File: config.mk
export PLATFORM = sky130hd
export DESIGN_NAME = wptr_full
export DESIGN_NICKNAME = d
export VERILOG_FILES = /design/src/rtl/wptr_full.sv
export SDC_FILE = /design/constraint.sdc
export NUM_CORES = 1
export LEC_CHECK = 0
export CORE_ASPECT_RATIO = 0.5
export CORE_UTILIZATION = 40
export CTS_BUF_LIST = sky130_fd_sc_hd__clkbuf_8 sky130_fd_sc_hd__clkbuf_16
export DETAILED_ROUTE_END_ITERATION = 7
export PLACE_DENSITY_LB_ADDON = 0.2
export SKIP_LAST_GASP = 1
export SLEW_MARGIN = 10
export SYNTH_ARGS = -nofsm -noshare
export SYNTH_HDL_FRONTEND = slang
export SYNTH_SLANG_ARGS = --single-unit
File: constraint.sdc
create_clock -name wr_clk_i -period 3.3 [get_ports wr_clk_i]
set_clock_uncertainty 0.05 [all_clocks]
set_input_delay 0.66 -clock wr_clk_i [delete_from_list [all_inputs] [get_ports wr_clk_i]]
set_output_delay 0.66 -clock wr_clk_i [all_outputs]
set_load 0.005 [all_outputs]
File: src/rtl/wptr_full.sv
// Write-domain half of an asynchronous FIFO: binary/Gray write pointers, RAM write
// address, two-flop read-pointer synchroniser and registered full/afull/level/overflow.
module wptr_full #(
    parameter int PTR_WIDTH    = 5,
    parameter int AFULL_THRESH = 28
) (
    input  logic                 wr_clk_i,
    input  logic                 rst_i,
    input  logic                 wr_en_i,
    input  logic [PTR_WIDTH:0]   rptr_gray_i,
    output logic                 wr_full_o,
    output logic                 wr_afull_o,
    output logic [PTR_WIDTH-1:0] wr_addr_o,
    output logic [PTR_WIDTH:0]   wptr_gray_o,
    output logic [PTR_WIDTH:0]   wptr_bin_o,
    output logic [PTR_WIDTH:0]   wr_level_o,
    output logic                 wr_overflow_o
);

    localparam logic [PTR_WIDTH:0] AFULL_LVL = (PTR_WIDTH+1)'(AFULL_THRESH);

    logic [PTR_WIDTH:0]   r_rq1;
    logic [PTR_WIDTH:0]   r_rq2;
    logic [PTR_WIDTH:0]   r_wptr_bin;
    logic [PTR_WIDTH:0]   r_wptr_gray;
    logic [PTR_WIDTH-1:0] r_wr_addr;
    logic [PTR_WIDTH:0]   r_level;
    logic                 r_full;
    logic                 r_afull;
    logic                 r_ovf;

    logic                 w_accept;
    logic [PTR_WIDTH:0]   w_bin_nxt;
    logic [PTR_WIDTH:0]   w_gray_nxt;
    logic [PTR_WIDTH:0]   w_rbin;
    logic [PTR_WIDTH:0]   w_level_nxt;
    logic                 w_full_nxt;
    logic                 w_afull_nxt;
    logic                 w_ovf_nxt;

    assign w_accept   = wr_en_i & ~r_full;
    assign w_bin_nxt  = r_wptr_bin + {{PTR_WIDTH{1'b0}}, w_accept};
    assign w_gray_nxt = w_bin_nxt ^ (w_bin_nxt >> 1);

    // Full when the next write pointer sits exactly one lap ahead of the synchronised
    // read pointer: in Gray code that is the read pointer with its top two bits inverted.
    assign w_full_nxt = (w_gray_nxt == {~r_rq2[PTR_WIDTH:PTR_WIDTH-1], r_rq2[PTR_WIDTH-2:0]});

    // Gray-to-binary: each binary bit is the XOR of all Gray bits at or above it.
    generate
        for (genvar gi = 0; gi <= PTR_WIDTH; gi++) begin : g_rbin
            assign w_rbin[gi] = ^r_rq2[PTR_WIDTH:gi];
        end
    endgenerate

    assign w_level_nxt = w_bin_nxt - w_rbin;
    assign w_afull_nxt = (w_level_nxt >= AFULL_LVL);
    assign w_ovf_nxt   = wr_en_i & r_full;

    always_ff @(posedge wr_clk_i) begin
        if (rst_i) begin
            r_rq1       <= '0;
            r_rq2       <= '0;
            r_wptr_bin  <= '0;
            r_wptr_gray <= '0;
            r_wr_addr   <= '0;
            r_level     <= '0;
            r_full      <= 1'b0;
            r_afull     <= 1'b0;
            r_ovf       <= 1'b0;
        end else begin
            r_rq1       <= rptr_gray_i;
            r_rq2       <= r_rq1;
            r_wptr_bin  <= w_bin_nxt;
            r_wptr_gray <= w_gray_nxt;
            r_wr_addr   <= w_bin_nxt[PTR_WIDTH-1:0];
            r_level     <= w_level_nxt;
            r_full      <= w_full_nxt;
            r_afull     <= w_afull_nxt;
            r_ovf       <= w_ovf_nxt;
        end
    end

    assign wr_full_o     = r_full;
    assign wr_afull_o    = r_afull;
    assign wr_addr_o     = r_wr_addr;
    assign wptr_gray_o   = r_wptr_gray;
    assign wptr_bin_o    = r_wptr_bin;
    assign wr_level_o    = r_level;
    assign wr_overflow_o = r_ovf;

endmodule
After elaboration in Yosys (flattened, before gate mapping)
Index checks and enable logic that the tools add are counted.
Cells by class
  bitwise gates (word level): 5
  reductions and logical operators: 5
  equality and inequality tests: 1
  magnitude comparators: 1
  add/sub/neg operators: 2
Operators by type and width (number)
  adder 6 x 1 -> 6 bit: 1
  equality test 6 bit: 1
  >= comparator 6 x 5 -> 1 bit, second input constant: 1
  parity 6 bit: 1
  subtractor 6 bit: 1
  bitwise XOR 6 x 5 -> 6 bit: 1
  parity 5 bit: 1
  parity 4 bit: 1
  parity 3 bit: 1
  bitwise AND 1 bit: 2
  inverter 2 bit: 1
  parity 2 bit: 1
  inverter 1 bit: 1
Storage, ports and cells
  flip-flop bits (word level): 38
  input port bits: 9
  word-level logic and storage cells: 23
  output and inout port bits: 26

Depth between registers and ports, before layout
  word-level depth: 5
  depth in mapped cells: 13

Worst setup path before layout
No wires, ideal clock.
  path type: register -> register
  start: register r_rq2[5]
  end: register r_afull (netlist: wr_afull_o)
  period minus slack after synthesis: 2.883 ns
  library setup time: 0.132 ns
  arrival: 2.701 ns
  cell stages (with the launch flop): 14
  setup slack: 0.417 ns
  buffers on the path: 0
  data required time: 3.118 ns
  path through: dfxtp_1 xor2_2 xnor2_2 xor2_2 xor2_2 xnor2_1 ha_1 inv_1 fa_1 a21o_1 a21oi_1 xnor2_1 xnor2_1 o22ai_1
On the way
  longest elaborated chain between the ends: 3
RTL lines
  start: declaration: line 23  | logic [PTR_WIDTH:0] r_rq2;
  start signal: assignment: line 73  | r_rq2 <= r_rq1;
  parity 6 bit (tied with other cells): line 52  | assign w_rbin[gi] = ^r_rq2[PTR_WIDTH:gi];
  subtractor 6 bit (*): line 56  | assign w_level_nxt = w_bin_nxt - w_rbin;
  >= comparator 6 x 5 -> 1 bit (*): line 57  | assign w_afull_nxt = (w_level_nxt >= AFULL_LVL);
  end signal: assignment: line 79  | r_afull <= w_afull_nxt;
  end: declaration: line 29  | logic r_afull;
Mark *: on every way between the ends. The rest lies on a longest branch, timed or not.
A chain may end at the register's enable or synchronous reset.

Worst setup path after layout
  start: register r_rq2[4]
  end: register r_afull (netlist: wr_afull_o)
Same word-level chain as after synthesis.

==> flow_metrics.py <==
metrics = {
    "global_route": {
        "grt_pass1_wl_um": 3622,
        "grt_overflow": 0,
        "grt_antenna_before_repair": 0,
        "first_global_vias": 821,
        "track_usage_pct": 13.41,
        "grt_max_degree": 19,
    },
    "power": {
        "switching_share_pct": 23.32,
        "powerDensity_nw_per_um2": 518.1,
        "p_total_uw": 1005,
        "seq_power_share_pct": 43.2,
        "intPower_uw": 770.4,
        "cellLeakagePower_uw": 0.0007732,
        "peakVddDrop_uv": 262.6,
        "p_sw_uw": 234.3,
        "power.share.clock_pct": 35.1,
        "power_frac_comb_pct": 21.7,
    },
    "synthesis": {
        "synthesis.area_um2": 1438,
        "netlist_instances": 139,
        "synthArstFlopShare_pct": 0,
        "yosysWarnings": 0,
        "synth_nets": 155,
        "syn_area_per_cell_um2": 10.34,
        "synth-xor-area-share_pct": 18.10,
        "synth_compound_area_share_pct": 6.876,
        "muxShareOfSynthArea_pct": 1.393,
        "ys_ff_latch": 32,
        "synthSimpleGateAreaFrac_pct": 17.23,
        "synth_top_family_by_area": "XOR/XNOR gates",
        "yosys.area_share.adder_pct": 6.614,
        "synth_edf_count": 0,
        "synth_cell_types": 29,
        "ys_seq_area_share_pct": 44.56,
        "ys.flop_type": "dfxtp_1",
    },
    "min_path": {
        "hold_path_depth": 1,
        "worstHoldPathType": "register to register",
        "min-delay-start": "r_rq1[3]",
        "hold_end": "r_rq2[3]",
    },
    "critical_path": {
        "reg2reg_from": "r_rq2[4]",
        "end_kind": "register",
        "critPathTopFamily": "XOR/XNOR gates",
        "slowest_stage": "dfxtp_1",
        "crit_required_ns": 3.39,
        "critPathKind": "register to register",
        "critPathMaxFanout": 4,
        "rrSetupSlack_ns": 0.20,
        "crit_path_start_kind": "register",
        "crit_chain": "xor2_4 > xnor2_2 > xor2_2 > xor2_2 > xnor2_1 > ha_1 > inv_1 > fa_1 > a21o_1 > a21oi_1 > xnor2_1 > xnor2_1 > o22ai_1",
        "timing.critical_path.mode_cell": "xnor2_1",
        "cpPeakStageDelay_ns": 0.44,
        "path_buf_inv": 1,
        "reg2reg_to": "wr_afull_o",
        "worstPathArrival_ns": 3.19,
        "ff2ff_path_depth": 13,
    },
    "floorplan": {
        "die_width_um": 86.78,
        "core-area_um2": 3206,
        "die_area_um2": 3852,
        "std_cell_rows": 14,
        "start_util_pct": 44.85,
        "dieHeight_um": 44.39,
        "pin_count": 35,
    },
    "clocking": {
        "cts-root-buf": "clkbuf_8",
        "clk_latency_ns": 0.27,
        "cts_buffers": 5,
        "cts.path.max_buffers": 2,
        "htreeDepth": 2,
        "clock_sinks": 32,
        "tritoncts": "yes",
        "postCtsHoldBufs": 0,
        "path_clk_slew_ns": 0.06,
    },
    "sta": {
        "slew_headroom_pct": 61.53,
        "hold_violations": 0,
        "fmax_ghz": 0.3229,
        "period_minus_slack_ns": 3.097,
        "maxSlewViolCount": 0,
        "worst_pin_slew_ns": 0.5752,
        "setup_viol": 0,
        "min_period_over_period_pct": 93.86,
    },
    "routing": {
        "dr.first_iter.drc_count": 21,
        "dr.pass1.iters": 4,
        "wire_per_inst_um": 10.25,
        "ant_nets": 0,
        "wl_um": 2306,
        "vias": 975,
        "vias_per_cell": 4.333,
        "drc": 0,
    },
    "final_layout": {
        "fin_util_pct": 60.50,
        "synthToLayoutAreaGrowth_pct": 34.90,
        "layout-drive-gt1-share_pct": 12.43,
        "antenna_cells": 0,
        "fill_cells": 287,
        "nets": 192,
    },
    "placed_design": {
        "gp_congestion": 0.7585,
        "dp_hpwl_um": 1767,
        "io_buffer_count": 34,
    },
    "run": {
        "cap_violations": 0,
    },
    "status": {
        "status": "completed",
    },
}
-- synthesized netlist by cell type, types with 2 or more instances --
cell	number	area share, %
dfxtp_1	32	45
nor2_1	19	5.0
nor2b_1	18	7.8
xnor2_1	12	7.3
buf_4	6	3.1
ha_1	6	5.2
xor2_2	5	5.7
inv_1	4	1.0
xor2_1	4	2.4
a21oi_1	3	1.0
clkbuf_1	3	0.78
nand2_1	3	0.78
nand3_1	3	1.0
o21a_1	3	1.6
mux2i_1	2	1.4
nor3_1	2	0.70
o31a_1	2	1.2
-- repair_timing --
item | CTS | global route
setup endpoints to repair | 0 | 2
resized for setup | 0 | 2
setup buffers | 0 | 0
-- power groups by stage --
stage	Clock (uW)	Combinational, uW	Sequential (uW)
6_report	353	218	434
3_5_place_dp	0	219	442
2_1_floorplan	0	126	445
4_1_cts	363	221	433
3_3_place_gp	0	217	441
5_1_grt	381	241	437
-- worst reg2reg max path, stage by stage, from the launching register on --
cell and delay (ns):
dfxtp_1 0.44, xor2_4 0.26, xnor2_2 0.18, xor2_2 0.22, xor2_2 0.25, xnor2_1 0.15
ha_1 0.18, inv_1 0.05, fa_1 0.40, a21o_1 0.20, a21oi_1 0.17, xnor2_1 0.15
xnor2_1 0.16, o22ai_1 0.09
-- cell type report --
class / count / area (um^2) / share of cell area [%]
tap: 48 / 60.06 / 3.097
clock inverter: 3 / 38.79 / 2.000
timing repair buffer: 39 / 377.9 / 19.48
sequential: 32 / 641.9 / 33.10
multi-input combinational: 93 / 733.2 / 37.81
inverter: 5 / 18.77 / 0.9677
clock buffer: 5 / 68.82 / 3.548
-- flip-flops by register name, summed over array words and instances, names as in the netlist --
signal / cells
wr_afull_o: 1
r_rq2: 6
wr_overflow_o: 1
wr_full_o: 1
wptr_gray_o: 5
wr_level_o: 6
r_rq1: 6
wptr_bin_o: 6
-- layout by cell type, fill, tap and decap left out, types with 2 or more instances in the layout --
cell / count
nor3_1: 2
dfxtp_1: 31
xnor2_1: 12
clkdlybuf4s50_1: 34
mux2i_1: 2
nor2b_1: 18
ha_1: 6
xor2_1: 4
buf_4: 5
clkbuf_8: 5
o31a_1: 2
nor2_1: 19
xor2_2: 4
inv_1: 5
a21oi_1: 3
nand3_1: 3
o21a_1: 3
nand2_1: 3
-- through the flow --
stage               std cells  setup TNS (ns)  hold WS [ns]  setup slack (ns)  area [um^2]
floorplan                 139               0        0.3638            0.4174         1438
global placement          217               0        0.3682            0.1217         1819
detailed placement        217               0        0.3704           0.08195         1819
CTS                       225               0        0.3847            0.1286         1927
global route              225      -0.0006966        0.4038        -0.0006966         1939
finish                    225               0        0.3823            0.2026         1939
-- metal layers --
layer  up-vias  global-route usage (%)  part of all wire, %
met4         0                   7.000                    0
met3         0                   5.037                  4.6
met5         -                       0                    0
met2        26                   20.00                   44
li1        517                       -                    -
met1       432                   17.21                   51
-- cell families (layout without fill, tap and decap cells) --
group,Yosys count,in the layout
AO/OA/AOI/OAI,13,13
AND/OR/NAND/NOR,48,48
flip-flops,32,32
XOR/XNOR,23,23
multiplexers,2,2
adder cells (fa/ha/maj),7,7
buffers and inverters,14,52
-- how the worst max path moves through the flow --
stage / start / to / slack (ns) / cells after the start
final: r_rq2[4] / wr_afull_o / 0.20 / 13
after global routing: r_rq2[4] / wr_afull_o / -0.0007 / 13
after CTS: r_rq2[5] / wr_afull_o / 0.13 / 13
after detailed placement: wr_en_i / wr_afull_o / 0.08 / 11
after global placement: wr_en_i / wr_afull_o / 0.12 / 11
after floorplan: r_rq2[5] / wr_afull_o / 0.42 / 13
(Power assumes the default switching activity.)
